$ cat config.mk
export PLATFORM = sky130hd
export DESIGN_NAME = pixel_addr_gen_pipe
export DESIGN_NICKNAME = d
export VERILOG_FILES = /design/src/rtl/pixel_addr_gen_pipe_pkg.sv /design/src/rtl/pag_mul_pipe.sv /design/src/rtl/pixel_addr_gen_pipe.sv
export SDC_FILE = /design/constraint.sdc
export NUM_CORES = 1
export LEC_CHECK = 0
export ABC_AREA = 1
export CAP_MARGIN = 40
export CORE_MARGIN = 1.5
export CORE_UTILIZATION = 55
export DETAILED_ROUTE_END_ITERATION = 12
export PLACE_DENSITY = 0.7
export SLEW_MARGIN = 20
export SYNTH_ARGS = -nofsm -noshare
export SYNTH_HDL_FRONTEND = slang
export SYNTH_SLANG_ARGS = --single-unit
$ cat constraint.sdc
create_clock -name clk -period 14 [get_ports clk]
set_input_delay 2.1 -clock clk [delete_from_list [all_inputs] [get_ports clk]]
set_output_delay 2.1 -clock clk [all_outputs]
set_load 0.01 [all_outputs]
$ cat src/rtl/pixel_addr_gen_pipe_pkg.sv
// Shared types and helpers for the pixel address generator pipeline.
// AUX command codes, the pixel_cmd header layout and the bpp-code to shift mapping.
package pixel_addr_pkg;

  typedef enum logic [3:0] {
    AUX_NOP           = 4'd0,
    AUX_PXWRI         = 4'd1,
    AUX_PXWRI2        = 4'd2,
    AUX_PXWRI3        = 4'd3,
    AUX_PXWRI4        = 4'd4,
    AUX_UNUSED5       = 4'd5,
    AUX_PXCOPY        = 4'd6,
    AUX_SETARGB       = 4'd7,
    AUX_CLIPMIN       = 4'd8,
    AUX_CLIPMAX       = 4'd9,
    AUX_RST_PXWRI_M   = 4'd10,
    AUX_RST_PXPASTE_M = 4'd11,
    AUX_DSTRWDTH      = 4'd12,
    AUX_SRCRWDTH      = 4'd13,
    AUX_DSTMADDR      = 4'd14,
    AUX_SRCMADDR      = 4'd15
  } aux_cmd_t;

  // Upper 20 bits of pixel_cmd; the address field below it is sized by the top module.
  typedef struct packed {
    aux_cmd_t    aux;
    logic [7:0]  colour;
    logic [3:0]  bpp;
    logic [3:0]  bit_off;
  } pixel_hdr_t;

  localparam int HDR_W = 20;

  // floor(log2(code+1)): codes 0/1/3/7/15 select 1/2/4/8/16 bits per pixel.
  function automatic logic [2:0] bpp_shift(input logic [3:0] code);
    logic [4:0] n;
    n = {1'b0, code} + 5'd1;
    if (n[4])      return 3'd4;
    else if (n[3]) return 3'd3;
    else if (n[2]) return 3'd2;
    else if (n[1]) return 3'd1;
    else           return 3'd0;
  endfunction

  function automatic logic is_draw_cmd(input aux_cmd_t a);
    return (a == AUX_PXWRI) || (a == AUX_PXWRI2) || (a == AUX_PXWRI3) || (a == AUX_PXWRI4);
  endfunction

  function automatic logic is_pixel_cmd(input aux_cmd_t a);
    return is_draw_cmd(a) || (a == AUX_PXCOPY);
  endfunction

  function automatic logic is_pass_cmd(input aux_cmd_t a);
    return (a == AUX_SETARGB) || (a == AUX_RST_PXWRI_M) || (a == AUX_RST_PXPASTE_M);
  endfunction

endpackage

$ cat src/rtl/pag_mul_pipe.sv
// Unsigned a*b multiplier with STAGES register stages, all advancing on en.
module pag_mul_pipe #(
  parameter int A_W    = 12,
  parameter int B_W    = 16,
  parameter int STAGES = 2
) (
  input  logic               clk,
  input  logic               reset,
  input  logic               en,
  input  logic [A_W-1:0]     a,
  input  logic [B_W-1:0]     b,
  output logic [A_W+B_W-1:0] p
);

  localparam int P_W = A_W + B_W;

  logic [P_W-1:0] prod_q [STAGES];
  logic [P_W-1:0] prod_d [STAGES];

  always_comb begin
    for (int i = 0; i < STAGES; i++) prod_d[i] = prod_q[i];
    if (en) begin
      prod_d[0] = P_W'(a) * P_W'(b);
      for (int i = 1; i < STAGES; i++) prod_d[i] = prod_q[i-1];
    end
  end

  always_ff @(posedge clk) begin
    if (reset) begin
      for (int i = 0; i < STAGES; i++) prod_q[i] <= '0;
    end else begin
      for (int i = 0; i < STAGES; i++) prod_q[i] <= prod_d[i];
    end
  end

  assign p = prod_q[STAGES-1];

endmodule

$ cat src/rtl/pixel_addr_gen_pipe.sv
// Pixel address generator: AUX draw commands -> word address, bit offset and bpp.
// Optional clip window enabled by defining PIXEL_ADDR_GEN_CLIP_EN.
module pixel_addr_gen_pipe
  import pixel_addr_pkg::*;
#(
  parameter int ADDR_W     = 24,
  parameter int COORD_W    = 12,
  parameter int MUL_STAGES = 2
) (
  input  logic              clk,
  input  logic              reset,
  input  logic              draw_cmd_rdy,
  input  logic [35:0]       draw_cmd,
  input  logic              draw_busy,
  output logic              pixel_cmd_rdy,
  output logic [ADDR_W+19:0] pixel_cmd,
  output logic              pix_adr_busy
);

  localparam int WIDTH_W = 16;
  localparam int PROD_W  = COORD_W + WIDTH_W;
  localparam int PIX_W   = COORD_W + 17;
  localparam int BOFF_W  = PIX_W + 4;
  localparam int CMD_W   = ADDR_W + HDR_W;

  typedef struct packed {
    logic [WIDTH_W-1:0] width;
    logic [3:0]         code;
    logic [ADDR_W-1:0]  base;
  } desc_t;

  typedef struct packed {
    logic              valid;
    aux_cmd_t          aux;
    logic [31:0]       raw;
    logic [3:0]        code;
    logic [ADDR_W-1:0] base;
  } side_t;

  typedef struct packed {
    side_t              side;
    logic [WIDTH_W-1:0] width;
  } s1_t;

  typedef struct packed {
    pixel_hdr_t        hdr;
    logic [ADDR_W-1:0] addr;
  } pixel_cmd_t;

  aux_cmd_t in_aux;
  logic     stage_en;
  logic     accept;
  logic     clip_drop;

  desc_t dst_desc_q, dst_desc_d, src_desc_q, src_desc_d, sel_desc;
  s1_t   s1_q, s1_d;
  side_t side_q [MUL_STAGES];
  side_t side_d [MUL_STAGES];
  side_t last;

  logic [PROD_W-1:0] mul_p;
  logic [PIX_W-1:0]  pix;
  logic [BOFF_W-1:0] bit_off;
  logic [ADDR_W-1:0] byte_addr;
  pixel_cmd_t        pix_word;
  logic [CMD_W-1:0]  pass_word;

  logic             pixel_cmd_rdy_q, pixel_cmd_rdy_d;
  logic [CMD_W-1:0] pixel_cmd_q, pixel_cmd_d;

  // The whole pipe freezes while the writer refuses a presented command.
  assign in_aux       = aux_cmd_t'(draw_cmd[35:32]);
  assign pix_adr_busy = pixel_cmd_rdy_q && draw_busy && !reset;
  assign stage_en     = !pix_adr_busy;
  assign accept       = draw_cmd_rdy && stage_en;

  always_comb begin
    dst_desc_d = dst_desc_q;
    src_desc_d = src_desc_q;
    if (accept) begin
      case (in_aux)
        AUX_DSTRWDTH: begin
          dst_desc_d.width = draw_cmd[15:0];
          dst_desc_d.code  = draw_cmd[27:24];
        end
        AUX_SRCRWDTH: begin
          src_desc_d.width = draw_cmd[15:0];
          src_desc_d.code  = draw_cmd[27:24];
        end
        AUX_DSTMADDR: dst_desc_d.base = draw_cmd[ADDR_W-1:0];
        AUX_SRCMADDR: src_desc_d.base = draw_cmd[ADDR_W-1:0];
        default: ;
      endcase
    end
  end

  always_ff @(posedge clk) begin
    if (reset) begin
      dst_desc_q <= '0;
      src_desc_q <= '0;
    end else begin
      dst_desc_q <= dst_desc_d;
      src_desc_q <= src_desc_d;
    end
  end

`ifdef PIXEL_ADDR_GEN_CLIP_EN
  typedef struct packed {
    logic [COORD_W-1:0] y;
    logic [COORD_W-1:0] x;
  } point_t;

  point_t clip_min_q, clip_min_d, clip_max_q, clip_max_d, in_pt;

  always_comb begin
    in_pt.x    = draw_cmd[COORD_W-1:0];
    in_pt.y    = draw_cmd[12 +: COORD_W];
    clip_min_d = clip_min_q;
    clip_max_d = clip_max_q;
    if (accept && (in_aux == AUX_CLIPMIN)) clip_min_d = in_pt;
    if (accept && (in_aux == AUX_CLIPMAX)) clip_max_d = in_pt;
    clip_drop = is_draw_cmd(in_aux) &&
                ((in_pt.x < clip_min_q.x) || (in_pt.x > clip_max_q.x) ||
                 (in_pt.y < clip_min_q.y) || (in_pt.y > clip_max_q.y));
  end

  always_ff @(posedge clk) begin
    if (reset) begin
      clip_min_q <= '0;
      clip_max_q <= '1;
    end else begin
      clip_min_q <= clip_min_d;
      clip_max_q <= clip_max_d;
    end
  end
`else
  assign clip_drop = 1'b0;
`endif

  // S1 samples the descriptor registers, so a config from the previous cycle is already visible.
  always_comb begin
    sel_desc = (in_aux == AUX_PXCOPY) ? src_desc_q : dst_desc_q;
    s1_d     = s1_q;
    if (stage_en) begin
      s1_d.side.valid = accept && (is_pixel_cmd(in_aux) || is_pass_cmd(in_aux)) && !clip_drop;
      s1_d.side.aux   = in_aux;
      s1_d.side.raw   = draw_cmd[31:0];
      s1_d.side.code  = sel_desc.code;
      s1_d.side.base  = sel_desc.base;
      s1_d.width      = sel_desc.width;
    end
  end

  always_ff @(posedge clk) begin
    if (reset) s1_q <= '0;
    else       s1_q <= s1_d;
  end

  pag_mul_pipe #(
    .A_W    (COORD_W),
    .B_W    (WIDTH_W),
    .STAGES (MUL_STAGES)
  ) u_mul (
    .clk   (clk),
    .reset (reset),
    .en    (stage_en),
    .a     (s1_q.side.raw[12 +: COORD_W]),
    .b     (s1_q.width),
    .p     (mul_p)
  );

  always_comb begin
    for (int i = 0; i < MUL_STAGES; i++) side_d[i] = side_q[i];
    if (stage_en) begin
      side_d[0] = s1_q.side;
      for (int i = 1; i < MUL_STAGES; i++) side_d[i] = side_q[i-1];
    end
  end

  always_ff @(posedge clk) begin
    if (reset) begin
      for (int i = 0; i < MUL_STAGES; i++) side_q[i] <= '0;
    end else begin
      for (int i = 0; i < MUL_STAGES; i++) side_q[i] <= side_d[i];
    end
  end

  // Shift/add stage feeds the output register directly.
  always_comb begin
    last      = side_q[MUL_STAGES-1];
    pix       = PIX_W'(mul_p) + PIX_W'(last.raw[COORD_W-1:0]);
    bit_off   = BOFF_W'(pix) << bpp_shift(last.code);
    byte_addr = last.base + ADDR_W'(bit_off >> 3);

    pix_word.hdr.aux     = last.aux;
    pix_word.hdr.colour  = last.raw[31:24];
    pix_word.hdr.bpp     = last.code;
    pix_word.hdr.bit_off = bit_off[3:0];
    pix_word.addr        = {byte_addr[ADDR_W-1:1], 1'b0};

    pass_word              = '0;
    pass_word[31:0]        = last.raw;
    pass_word[CMD_W-1 -: 4] = last.aux;
  end

  always_comb begin
    pixel_cmd_rdy_d = pixel_cmd_rdy_q;
    pixel_cmd_d     = pixel_cmd_q;
    if (stage_en) begin
      pixel_cmd_rdy_d = last.valid;
      pixel_cmd_d     = '0;
      if (last.valid) pixel_cmd_d = is_pass_cmd(last.aux) ? pass_word : CMD_W'(pix_word);
    end
  end

  always_ff @(posedge clk) begin
    if (reset) begin
      pixel_cmd_rdy_q <= 1'b0;
      pixel_cmd_q     <= '0;
    end else begin
      pixel_cmd_rdy_q <= pixel_cmd_rdy_d;
      pixel_cmd_q     <= pixel_cmd_d;
    end
  end

  assign pixel_cmd_rdy = pixel_cmd_rdy_q;
  assign pixel_cmd     = pixel_cmd_q;

endmodule

== Word level (Yosys, flattened, before mapping) ==
Memories as Yosys holds them, arrays and structs flattened.
Cells that the tools add are included.
Cells by class
  multiply operators: 1
  equal/unequal tests: 15
  shifts and indexed selects: 1
  bitwise logic cells: 4
  add/sub/neg operators: 3
  reductions and logical operators: 19
  multiplexer cells: 16
Operator list (count)
  130-bit two-way mux: 1
  65-bit two-way mux: 2
  44-bit two-way mux: 2
  28-bit two-way mux: 2
  56-bit two-way mux: 1
  40-bit two-way mux: 1
  4-bit equality test, second input constant: 8
  28-bit by 12-bit adder with 29-bit output: 1
  29-bit by 3-bit << shifter with 27-bit output: 1
  12-bit by 16-bit multiplier with 28-bit output: 1
  24-bit adder: 1
  4-bit by 3-bit equality test with 1-bit output, second input constant: 4
  1-bit logical OR: 9
  4-bit by 2-bit equality test with 1-bit output, second input constant: 2
  2-bit AND reduction: 4
  4-bit by 1-bit adder with 5-bit output, second input constant: 1
  4-bit by 1-bit equality test with 1-bit output, second input constant: 1
  1-bit logical AND: 4
  1-bit two-way mux: 4
  2-bit two-way mux: 2
  1-bit bitwise OR: 4
  3-bit two-way mux: 1
  1-bit logical NOT: 2
Storage, ports and cells
  logic and storage cells: 75
  output and inout port bits: 46
  RAM bits: 186
  memories: 2
  bits of input ports: 40
  register bits after elaboration: 214
Memories
  side_q: words 2, width 65, read ports 2, clocked after Yosys merged registers in 0, write ports 2, RTL line pixel_addr_gen_pipe.sv:57  | side_t side_q [MUL_STAGES];
  u_mul.prod_q: words 2, width 28, read ports 2, clocked after Yosys merged registers in 0, write ports 2, RTL line pag_mul_pipe.sv:17  | logic [P_W-1:0] prod_q [STAGES];

== Logic depth before layout (Yosys ltp) ==
An unclocked memory read counts as a cell.
  depth in word-level cells: 10
  mapped depth: 28

== By module ==
A second synthesis with hierarchy kept.
Unflattened totals
  cell total of the unflattened synthesis: 3456
  area total of the unflattened synthesis: 24627.4 µm²
By module, submodules not included
  pixel_addr_gen_pipe: times used 1, area each 15587.4 µm², cells each 2158
  pag_mul_pipe: times used 1, area each 9039.9 µm², cells each 1298

== Worst setup path before layout ==
OpenSTA, ideal clock, no wires.
  path kind: flip-flop to flip-flop
  start: reg s1_q[64] (netlist bit)
  end: mem u_mul.prod_q[0][22] (netlist bit)
  clock period less this slack: 5231 ps
  library setup time: 56 ps
  arrival: 5175 ps
  cell stages (with the launch flop): 23
  slack: 8769 ps
  path buffers: 2
  cells stage by stage: dfxtp_1 clkbuf_1 clkbuf_1 nand2_1 fa_1 inv_1 fa_1 fa_1 fa_1 inv_1 fa_1 inv_1 ha_1 a21oi_1 inv_1 o21ai_0 o211ai_1 a21oi_1 inv_1 a21oi_1 nand2_1 a32o_1 inv_1
RTL lines
  from (decl): RTL line pixel_addr_gen_pipe.sv:56  | s1_t s1_q, s1_d;
  from (signal assigned): RTL line pixel_addr_gen_pipe.sv:155  | if (reset) s1_q <= '0;
  from (signal assigned): RTL line pixel_addr_gen_pipe.sv:156  | else s1_q <= s1_d;
  to (decl): RTL line pag_mul_pipe.sv:17

==> results by group <==
Drt
  – Vias after detailed routing: about 21000
  – First DRT Iteration DRCs: 1819
  – DRT antenna net count: 0
  – Drt drc: 0
  – Post-Route WL: ~69000 µm
  – Pre-antenna DRT Iters: 6
  – Via density: 5.48
  – Drt wl/cell: 18.0 µm

GRT
  – Largest net degree at the start of global routing: 206
  – First-pass GRT wire length: between 100000 and 150000 µm
  – Vias in the first global route: 20000
  – Initial antenna violation count: 0
  – Tot GR Track Use: 31.6%
  – GRT Residual Overflow: 0

Synthesis
  – YS warnings: 0
  – Syn Std Cell Area: 0.0235 mm²
  – Register area share after synthesis: 33.9%
  – Ys async rst share: 0%
  – Post-synthesis cell type count: 45
  – Number of synthesized register bits: 398
  – Cells after Synth: 3251
  – Post-synth EDFFs: 0
  – Syn_area_per_cell: 7.24 µm²
  – Syn Nets: 3532
  – Main flop type after synthesis: dfxtp_1

Finish
  – Fin nets: between 3000 and 4000
  – Area delta synth->final: 10.9%
  – Post-Layout Cell Count: 3801
  – Share of layout cells above drive strength 1: 3.83%

Timing
  – Setup TNS: 0 ns
  – Worst slew pin tran: 0.839 ns
  – RSZ-0062 raised after global routing: false
  – Slew margin rel.: 44.0%
  – Maximum operating frequency: 176 MHz
  – Final count of hold timing violations: 0
  – Final Skew: 0.0380 ns
  – Worst setup margin: between 8 and 9 ns
  – Final Hold Slack: 0.436 ns
  – Final Cycle Share: about two fifths
  – # setup viols final: 0
  – Minimum clock period: ~5.7 ns
  – Final Max Slew Viols: 0

Floorplan
  – Die Width: 210 µm
  – Die Ht: 210 µm
  – Starting Density: 56.0%
  – Core Area: approximately 0.042 mm²
  – IO Pins: 86
  – Rows: 75
  – Die area: ~0.044 mm²

Setup path
  – CP Capture Type: register
  – Critical Path RT: 14.45 ns
  – CP delay by family, top: adder cells
  – Max stage delay on crit path: slightly below 0.8 ns
  – Most used cell, CP: inv_1
  – Critical path's slowest cell: dfxtp_1
  – Critical path cell sequence: nand2_1 > fa_1 > inv_1 > fa_1 > inv_1 > fa_1 > inv_1 > fa_1 > inv_1 > fa_1 > inv_1 > ha_1 > nand2_1 > nor4_1 > nand4_1 > nand3_1 > nand3_1 > nand3_1 > nand3_1 > o21ai_0 > inv_1
  – WP buf/inv: 6
  – Crit start category: register
  – CP arrival: a little over 6 ns
  – CP Class: register to register
  – CP max FO: 17

CTS
  – CTS Hold Bufs: 0
  – Root Driver: clkbuf_16
  – Clk sinks: 398
  – H-tree Lvls: 2
  – CTS tree: built
  – Clk Latency, worst-skew pair: ~0.59 ns
  – Reg clk slew, reported paths: 0.06 ns
  – Max clock buf depth: 3
  – Post-CTS sizing: 0
  – TritonCTS Buffers: between 40 and 50
  – Buffer count from post-CTS setup fixing: 0

Placed design
  – # port buffers: 85
  – Placed insts: about 3700
  – Final Wtd Congestion: between 0.9 and 1
  – Pre-CTS setup slack: 8.44 ns
  – Detail Placement HPWL: 50600 µm

Min path
  – Min-Delay Path Class: register to register

Pwr
  – PD cells: 97.9 mW/mm²
  – Worst IR drop on VDD: 0.0000953 V
  – Leak: 0.0122 µW

Run
  – Max Cap Viol: 0

Outcome
  – Outcome: complete, no violations
## registers in the layout, summed over array words and instances, names as in the netlist
signal and flops:
src_desc_q 44, pixel_cmd_rdy 1, pixel_cmd 44, side_q 130
u_mul.prod_q 54, s1_q 81, dst_desc_q 44
## path summary, 6_finish.rpt
path         slack [ns]                                to                       startpoint  cells after the start
max reg2reg        8.32  u_mul.prod_q[0][25]$_SDFFE_PP0N_            s1_q[60]$_SDFFE_PP0N_                     21
max                8.32  u_mul.prod_q[0][25]$_SDFFE_PP0N_            s1_q[60]$_SDFFE_PP0N_                     21
min                0.44  u_mul.prod_q[0][30]$_SDFFE_PP0N_  u_mul.prod_q[0][2]$_SDFFE_PP0N_                      2
min reg2reg        0.44  u_mul.prod_q[0][30]$_SDFFE_PP0N_  u_mul.prod_q[0][2]$_SDFFE_PP0N_                      2
## synthesized netlist by cell type (all sizes together), types with 3 or more instances
master / count / share of area [%]
a211oi: 8 / 0.26
a21o: 4 / 0.13
a21oi: 215 / 4.6
a22oi: 5 / 0.16
a31oi: 10 / 0.27
a32o: 3 / 0.13
a32oi: 4 / 0.15
and2: 3 / 0.090
buf: 11 / 0.19
clkbuf: 167 / 2.7
dfxtp: 398 / 34
fa: 141 / 12
ha: 100 / 5.3
inv: 529 / 8.4
nand2: 715 / 12
nand3: 80 / 1.7
nand3b: 3 / 0.096
nand4: 13 / 0.35
nor2: 267 / 4.3
nor3: 9 / 0.19
nor4: 6 / 0.16
o211ai: 11 / 0.35
o21a: 5 / 0.16
o21ai: 441 / 9.4
o21bai: 10 / 0.32
o221ai: 12 / 0.45
o22ai: 22 / 0.58
or2: 5 / 0.13
xnor2: 19 / 0.71
xor2: 28 / 1.0
## stage by stage
| step | power, µW | util, % | instance area, µm² |
|---|---|---|---|
| global route | 2650 | 62.1 | 26100 |
| floorplan | 1350 | - | 23500 |
| global placement | 1430 | 58.4 | 24500 |
| CTS | 2570 | 61.9 | 26000 |
| detailed placement | 1430 | 58.5 | 24600 |
| finish | 2550 | 62.1 | 26100 |
## layout by cell type (no fill, tap or decap), types with 5 or more instances in the layout
cell type / netlist / layout
a21oi_1: 215 / 215
dfxtp_1: 398 / 398
a211oi_1: 8 / 8
buf_4: 0 / 17
clkbuf_8: 0 / 8
nor4_1: 6 / 6
o21ai_1: 10 / 10
ha_1: 100 / 100
o21bai_1: 10 / 10
a22oi_1: 5 / 5
xnor2_1: 19 / 19
clkbuf_1: 167 / 9
o22ai_1: 22 / 22
o21ai_0: 430 / 430
nor3_1: 9 / 9
nand3_1: 79 / 79
a31oi_1: 10 / 10
o211ai_1: 11 / 11
clkbuf_16: 0 / 43
clkdlybuf4s50_1: 0 / 84
clkinv_2: 0 / 11
xor2_1: 28 / 28
inv_1: 523 / 522
fa_1: 141 / 141
o21a_1: 5 / 5
nand2_2: 6 / 7
inv_2: 6 / 6
nand2_1: 706 / 705
nor2_1: 266 / 262
o221ai_1: 12 / 12
nand4_1: 13 / 13
## cell families after synthesis
logic type      after synthesis  share of synthesized area (%)
simple gates               1101                           18.6
compound gates              753                           17.1
buf+inv                     709                           11.3
flops                       398                           33.9
fa+ha+maj                   241                           17.3
xor+xnor                     47                           1.75
mux                           2                         0.0851
## report_power, final
group | switching, µW | internal [µW]
Clock | 485 | 656
Sequential | 35.6 | 1170
Combinational | 138 | 74.1
Total | 659 | 1900
## area by class of cell
| type | instances | area (µm²) |
|---|---|---|
| fillers | 3894 | 16000 |
| multi-input cells | 2144 | 12900 |
| flip-flops and latches | 398 | 7970 |
| inverters | 531 | 2000 |
| clock buffers | 60 | 1220 |
| repair buffers | 108 | 1100 |
| well taps | 539 | 674 |
| clock inverters | 20 | 216 |
| diodes | 1 | 2.50 |
## layer usage
metal  vias up  routed length (µm)  track usage, %
met5         -                   0               0
met4         0                3150            14.1
met3       126                4140            4.29
met2       576               30400            49.9
met1      9902               30900            43.4
li1      10200                   -               -
## worst register-to-register path, stage by stage, from the launching register on
cell	delay, ns
dfxtp_1	0.77
nand2_1	0.17
fa_1	0.53
inv_1	0.05
fa_1	0.49
inv_1	0.05
fa_1	0.47
inv_1	0.05
fa_1	0.55
inv_1	0.06
fa_1	0.52
inv_1	0.04
ha_1	0.36
nand2_1	0.12
nor4_1	0.51
nand4_1	0.18
nand3_1	0.19
nand3_1	0.12
nand3_1	0.09
nand3_1	0.08
o21ai_0	0.10
inv_1	0.05
Note: power is estimated with default switching activity, not from simulation.
